**src/rtl/vec_store_unit_pkg.sv**
```systemverilog
// Shared definitions for the vector store unit.
//   NLANES  : number of vector lanes handled per store
//   LIW     : lane index width
//   MW      : lane-mask width
//   vs_state_t : controller states (idle, writing lanes, completion pulse)
package vec_store_unit_pkg;

  localparam int NLANES = 5;
  localparam int LIW    = 3;
  localparam int MW     = NLANES;

  typedef enum logic [1:0] {
    VS_IDLE  = 2'd0,
    VS_WRITE = 2'd1,
    VS_DONE  = 2'd2
  } vs_state_t;

endpackage

```
**src/rtl/vec_store_unit_lane_sel.sv**
```systemverilog
// Lane selector: combinational find-next-set-bit over the lane mask.
//   mask  : lane enable bits
//   from  : reference lane index
//   incl  : 1 -> search bits >= from, 0 -> search bits strictly above from
//   lane  : lowest qualifying set bit (0 when none)
//   found : a qualifying set bit exists
module vec_store_unit_lane_sel
  import vec_store_unit_pkg::*;
(
  input  logic [MW-1:0]  mask,
  input  logic [LIW-1:0] from,
  input  logic           incl,
  output logic [LIW-1:0] lane,
  output logic           found
);

  // Scan downward so the lowest qualifying lane is the last assignment.
  always_comb begin
    lane  = '0;
    found = 1'b0;
    for (int i = NLANES - 1; i >= 0; i--) begin
      if (mask[i] && ((LIW'(i) > from) || (incl && (LIW'(i) == from)))) begin
        lane  = LIW'(i);
        found = 1'b1;
      end
    end
  end

endmodule

```
**src/rtl/vec_store_unit.sv**
```systemverilog
// Vector store unit: captures five ALU lane results on start and writes the
// enabled lanes to data memory one word per req/ack transfer.
//   clk, reset          : clock, synchronous active-high reset
//   start               : begin a store (sampled only in idle)
//   base_addr, stride   : byte address of lane 0, byte distance between lanes
//   mask                : lane enables (bit i stores lane i)
//   res_0..res_4        : lane results, captured on the accepted start
//   mem_we/addr/wdata   : write request, held with stable address/data until mem_ack
//   mem_ack             : memory accepted the write this cycle
//   busy                : not idle
//   done                : one-cycle completion pulse
module vec_store_unit
  import vec_store_unit_pkg::*;
#(
  parameter int DW = 32,
  parameter int AW = 32
) (
  input  logic          clk,
  input  logic          reset,
  input  logic          start,
  input  logic [AW-1:0] base_addr,
  input  logic [AW-1:0] stride,
  input  logic [4:0]    mask,
  input  logic [DW-1:0] res_0,
  input  logic [DW-1:0] res_1,
  input  logic [DW-1:0] res_2,
  input  logic [DW-1:0] res_3,
  input  logic [DW-1:0] res_4,
  output logic          mem_we,
  output logic [AW-1:0] mem_addr,
  output logic [DW-1:0] mem_wdata,
  input  logic          mem_ack,
  output logic          busy,
  output logic          done
);

  vs_state_t                    state_q, state_d;
  logic [LIW-1:0]               lane_q, lane_d;
  logic [MW-1:0]                mask_q;
  logic [AW-1:0]                base_q;
  logic [AW-1:0]                stride_q;
  logic [NLANES-1:0][DW-1:0]    res_q;
  logic [NLANES-1:0][DW-1:0]    res_in;
  logic                         capture;

  logic [LIW-1:0]               first_lane, next_lane;
  logic                         first_found, next_found;
  logic [AW-1:0]                lane_off;
  logic [DW-1:0]                lane_data;

  assign res_in[0] = res_0;
  assign res_in[1] = res_1;
  assign res_in[2] = res_2;
  assign res_in[3] = res_3;
  assign res_in[4] = res_4;

  // First lane comes straight from the live mask so WRITE can begin the
  // cycle after start; advances search the captured mask above the current lane.
  vec_store_unit_lane_sel u_first (
    .mask  (mask),
    .from  ('0),
    .incl  (1'b1),
    .lane  (first_lane),
    .found (first_found)
  );

  vec_store_unit_lane_sel u_next (
    .mask  (mask_q),
    .from  (lane_q),
    .incl  (1'b0),
    .lane  (next_lane),
    .found (next_found)
  );

  // lane*stride by shift/add; lane never exceeds 4. Wraps modulo 2^AW.
  always_comb begin
    lane_off = '0;
    case (lane_q)
      3'd1:    lane_off = stride_q;
      3'd2:    lane_off = stride_q << 1;
      3'd3:    lane_off = (stride_q << 1) + stride_q;
      3'd4:    lane_off = stride_q << 2;
      default: lane_off = '0;
    endcase
  end

  always_comb begin
    lane_data = '0;
    for (int i = 0; i < NLANES; i++) begin
      if (lane_q == LIW'(i)) lane_data = res_q[i];
    end
  end

  // Next-state logic
  always_comb begin
    state_d = state_q;
    lane_d  = lane_q;
    capture = 1'b0;
    case (state_q)
      VS_IDLE: begin
        if (start) begin
          capture = 1'b1;
          if (first_found) begin
            state_d = VS_WRITE;
            lane_d  = first_lane;
          end else begin
            state_d = VS_DONE;
          end
        end
      end
      VS_WRITE: begin
        if (mem_ack) begin
          if (next_found) lane_d  = next_lane;
          else            state_d = VS_DONE;
        end
      end
      VS_DONE:  state_d = VS_IDLE;
      default:  state_d = VS_IDLE;
    endcase
  end

  // Outputs: address/data are zero outside WRITE and depend only on
  // registered state inside it, so they stay stable through ack stalls.
  always_comb begin
    mem_we    = 1'b0;
    mem_addr  = '0;
    mem_wdata = '0;
    busy      = (state_q != VS_IDLE);
    done      = (state_q == VS_DONE);
    if (state_q == VS_WRITE) begin
      mem_we    = 1'b1;
      mem_addr  = base_q + lane_off;
      mem_wdata = lane_data;
    end
  end

  always_ff @(posedge clk) begin
    if (reset) begin
      state_q  <= VS_IDLE;
      lane_q   <= '0;
      mask_q   <= '0;
      base_q   <= '0;
      stride_q <= '0;
      res_q    <= '0;
    end else begin
      state_q <= state_d;
      lane_q  <= lane_d;
      if (capture) begin
        mask_q   <= mask;
        base_q   <= base_addr;
        stride_q <= stride;
        res_q    <= res_in;
      end
    end
  end

endmodule
```
**config.mk**
```make
export PLATFORM = sky130hd
export DESIGN_NAME = vec_store_unit
export DESIGN_NICKNAME = d
export VERILOG_FILES = /design/src/rtl/vec_store_unit_pkg.sv /design/src/rtl/vec_store_unit_lane_sel.sv /design/src/rtl/vec_store_unit.sv
export SDC_FILE = /design/constraint.sdc
export NUM_CORES = 1
export LEC_CHECK = 0
export CAP_MARGIN = 25
export CORE_MARGIN = 2
export CORE_UTILIZATION = 51
export CTS_CLUSTER_DIAMETER = 80
export DETAILED_ROUTE_END_ITERATION = 8
export PLACE_DENSITY = 0.9
export SETUP_SLACK_MARGIN = 0.15
export SYNTH_ARGS = -nofsm -noshare
export SYNTH_HDL_FRONTEND = slang
export SYNTH_SLANG_ARGS = --single-unit
```
**constraint.sdc**
```tcl
create_clock -name clk -period 6.5 [get_ports clk]
set_input_delay 1.3 -clock clk [delete_from_list [all_inputs] [get_ports clk]]
set_output_delay 1.3 -clock clk [all_outputs]
set_load 0.005 [all_outputs]
```
==> flow_metrics.env <==
export IMPL_synth_largest_area_cell="dfxtp_1"
export IMPL_postSynth_asyncResetShare_pct=0
export IMPL_fin_crit_sh_pct=97.1
export IMPL_synth_top_area_share_pct=34.9
export IMPL_clk_pin_slew_ns=0.06
export IMPL_cp_max_fo=6
export IMPL_cp_startpoint="stride_q[6]"
export IMPL_num_nets_final=2424
export IMPL_core_area_sq_mm=0.0259
export IMPL_peakVddDrop_uv=232
export IMPL_layout_common_cells="nand2_1 (518), a21oi_1 (309), clkdlybuf4s50_1 (290)"
export IMPL_synth_fa_ha_area_share_pct=6.01
export IMPL_wl_mm=46.6
export IMPL_period_needed_ns=6.31
export IMPL_synthMuxAreaShare_pct=1.76
export IMPL_max_cap_violations=0
export IMPL_synth_avg_cell_area_sq_um=7.16
export IMPL_dr_pass1_iters=6
export IMPL_overflow=0
export IMPL_die_w_microns=166
export IMPL_grt_pass1_wl_mm=72.0
export IMPL_critPathCaptureType="primary output"
export IMPL_synth_yosys_warnings=0
export IMPL_pwr_share_comb_pct=25.7
export IMPL_slew_headroom_pct=33.2
export IMPL_synth_edff_count=0
export IMPL_synthToLayoutAreaGrowth_pct=35.0
export IMPL_timing_final_ws_setup_ns=0.189
export IMPL_synth_cell_type_count=74
export IMPL_reg2regPathDepth=5
export IMPL_final_common_cell="nand2_1"
export IMPL_initial_core_util_pct=51.6
export IMPL_min_path_type="register to register"
export IMPL_synth_compound_area_share_pct=25.8
export IMPL_cts_tree="done"
export IMPL_p_per_area_mw_per_mm2=246
export IMPL_critPathCapture="mem_addr[23]"
export IMPL_final_cells=2486
export IMPL_clockPowerShare_pct=37.3
export IMPL_fmax_mhz=158
export IMPL_synthesis_nets=2165
export IMPL_rsz0062_at_grt="yes"
export IMPL_post_place_ws_ns=0.0650
export IMPL_clkLatencyLatePin_ns=0.57
export IMPL_io_buffer_count=299
export IMPL_dpl_hpwl_mm=32.3
export IMPL_numCtsBuffers=26
export IMPL_cts_root_buf="clkbuf_16"
export IMPL_cp_arrival_ns=5.01
export IMPL_p_seq_share_pct=37.0
export IMPL_reg2reg_to="stride_q[20]"
export IMPL_die_h_microns=166
export IMPL_io_pins=300
export IMPL_syn_inst=1869
export IMPL_rows=59
export IMPL_yosys_register_bits=233
export IMPL_drc=0
export IMPL_synth_xor_area_share_pct=3.01
export IMPL_htree_levels=1
export IMPL_die_area_sq_mm=0.0275
export IMPL_yosys_most_used_dff="dfxtp_1"
export IMPL_drv_slew=0
export IMPL_ant_nets=0
export IMPL_wl_per_cell_microns=18.7
export IMPL_drive_above_1_share_pct=9.08
export IMPL_antenna_found_initial=3
export IMPL_synthSimpleGateAreaFrac_pct=23.8
export IMPL_r2r_start="state_q[1]"
export IMPL_switching_share_pct=31.5
export IMPL_holdBufCountCts=0
export IMPL_cp_start_kind="register"
export IMPL_hold_violations=0
export IMPL_vias_per_cell=5.92
export IMPL_via_count=14700
export IMPL_grtUsageTotal_pct=31.8
export IMPL_worst_slew_pin_slew_ns=1.00
export IMPL_fin_worst_skew_ns=0.0280
export IMPL_cts_sinks=233
export IMPL_p_leak_nw=7.03
export IMPL_switchingPower_w=0.00140
export IMPL_synth_area_sq_mm=0.0134
export IMPL_place_inst=2405
export IMPL_grt_start_max_net_pins=136
export IMPL_yosysSeqAreaShare_pct=34.9
export IMPL_drt_iter0_markers=1286
export IMPL_intPower_w=0.00305
export IMPL_setup_viol=0
export IMPL_cp_required_ns=5.20
export IMPL_gp_congestion=0.956
export IMPL_path_class="register to primary output"
export IMPL_status="finished, final reports clean"
export IMPL_clockBufferDepth=3
export IMPL_synthTopCellsByArea="dfxtp_1 (35%), nand2_1 (15%), a21oi_1 (12%), ha_1 (5.7%), clkbuf_1 (3.2%)"
export IMPL_grt_pass1_vias=14200
export IMPL_synth_top_family_by_area="compound AO/OA/AOI/OAI gates"
export IMPL_rrSetupSlack_ns=3.97
per-stage QoR:
step	area, sq um	util [%]	power [W]	TNS [ns]	hold WS, ns
after CTS	17700	68.4	0.00442	0	0.453
after global routing	18100	69.7	0.00464	-0.00864	0.467
final	18100	69.7	0.00445	0	0.451
after detailed placement	16500	63.8	0.00276	0	0.445
after global placement	16500	63.8	0.00273	0	0.438
after floorplan	13400	-	0.00230	0	0.433
kinds of logic (layout without fill, tap and decap cells):
family / Yosys count / after routing
xor+xnor: 46 / 46
compound gates: 580 / 580
other cells: 0 / 3
fa+ha+maj: 63 / 63
mux: 17 / 17
flops: 233 / 233
simple gates: 767 / 767
buf+inv: 163 / 442
power groups by stage:
stage / logic, W / clock network, W / registers (W)
final: 0.00114 / 0.00166 / 0.00165
after global routing: 0.00125 / 0.00173 / 0.00166
after CTS: 0.00111 / 0.00167 / 0.00164
after detailed placement: 0.00109 / 0 / 0.00167
after global placement: 0.00107 / 0 / 0.00166
after floorplan: 0.000661 / 0 / 0.00164
state kept, by name, indices dropped and copies added, names as in the netlist:
signal / cells
state_q: 2
lane_q: 3
stride_q: 32
base_q: 32
res_q: 160
mask_q: 4
metal layers:
metal / vias up / wire (microns) / GRT usage [%]
met5: - / 0 / 0
met4: 0 / 2860 / 17.4
met3: 161 / 4100 / 7.82
met2: 698 / 21700 / 54.1
met1: 6869 / 17900 / 36.8
li1: 6988 / - / -
synth_stat cells, drive strengths merged, types with 2 or more instances:
cell / number
xnor2: 27
nand3: 11
o21ai: 77
and2: 9
clkbuf: 114
xor2: 19
o31ai: 2
o211ai: 5
nand2b: 12
or3: 3
a21oi: 323
o21bai: 9
mux2i: 10
or4b: 2
nor2b: 10
a211o: 2
nor3: 56
nor4: 2
o221ai: 20
nand2: 521
o22ai: 24
nor3b: 4
a221oi: 3
o31a: 2
a21boi: 4
o21a: 7
nand4: 5
and4: 3
ha: 61
a211oi: 8
a21o: 31
fa: 2
inv: 39
a221o: 9
nor2: 111
a22oi: 36
mux2: 2
mux4: 5
dfxtp: 233
and3: 14
buf: 10
a31oi: 9
area by class of cell:
class / count / area (sq um)
diodes: 3 / 7.51
clock buffers: 31 / 699
clock inverters: 17 / 269
fillers: 2111 / 7850
inverters: 39 / 146
multi-input cells: 1473 / 8380
flip-flops and latches: 233 / 4690
well taps: 335 / 419
repair buffers: 355 / 3450
worst min path at each step:
stage	start	end	cells past startpoint
after global placement	res_q[75]	res_q[75]	2
final	res_q[53]	res_q[53]	2
after detailed placement	res_q[84]	res_q[84]	2
after floorplan	res_q[32]	res_q[32]	2
after global routing	res_q[82]	res_q[82]	2
after CTS	res_q[84]	res_q[84]	2
critical path, cell delays in order, from the launching register on:
cell	delay (ns)
dfxtp_4	0.37
ha_4	0.25
a21o_1	0.16
a21o_1	0.19
a2111o_1	0.39
a31oi_4	0.19
nor2_1	0.10
a21o_1	0.20
a21oi_2	0.15
xor2_1	0.20
o221ai_2	0.13
ha_1	0.33
buf_4	0.17
a21oi_4	0.16
o21bai_1	0.10
a21oi_1	0.18
o21ai_2	0.08
buf_4	0.14
a21boi_1	0.14
o21bai_1	0.12
xnor2_1	0.14
nor2_1	0.08
clkdlybuf4s50_1	0.50
repair_timing:
action	CTS	global route
setup endpoints to repair	14	16
buffers inserted	14	15
endpoints found under the hold margin	0	0
gates resized for setup	33	54
pin swaps	15	44
Note: power is estimated with default switching activity, not from simulation.
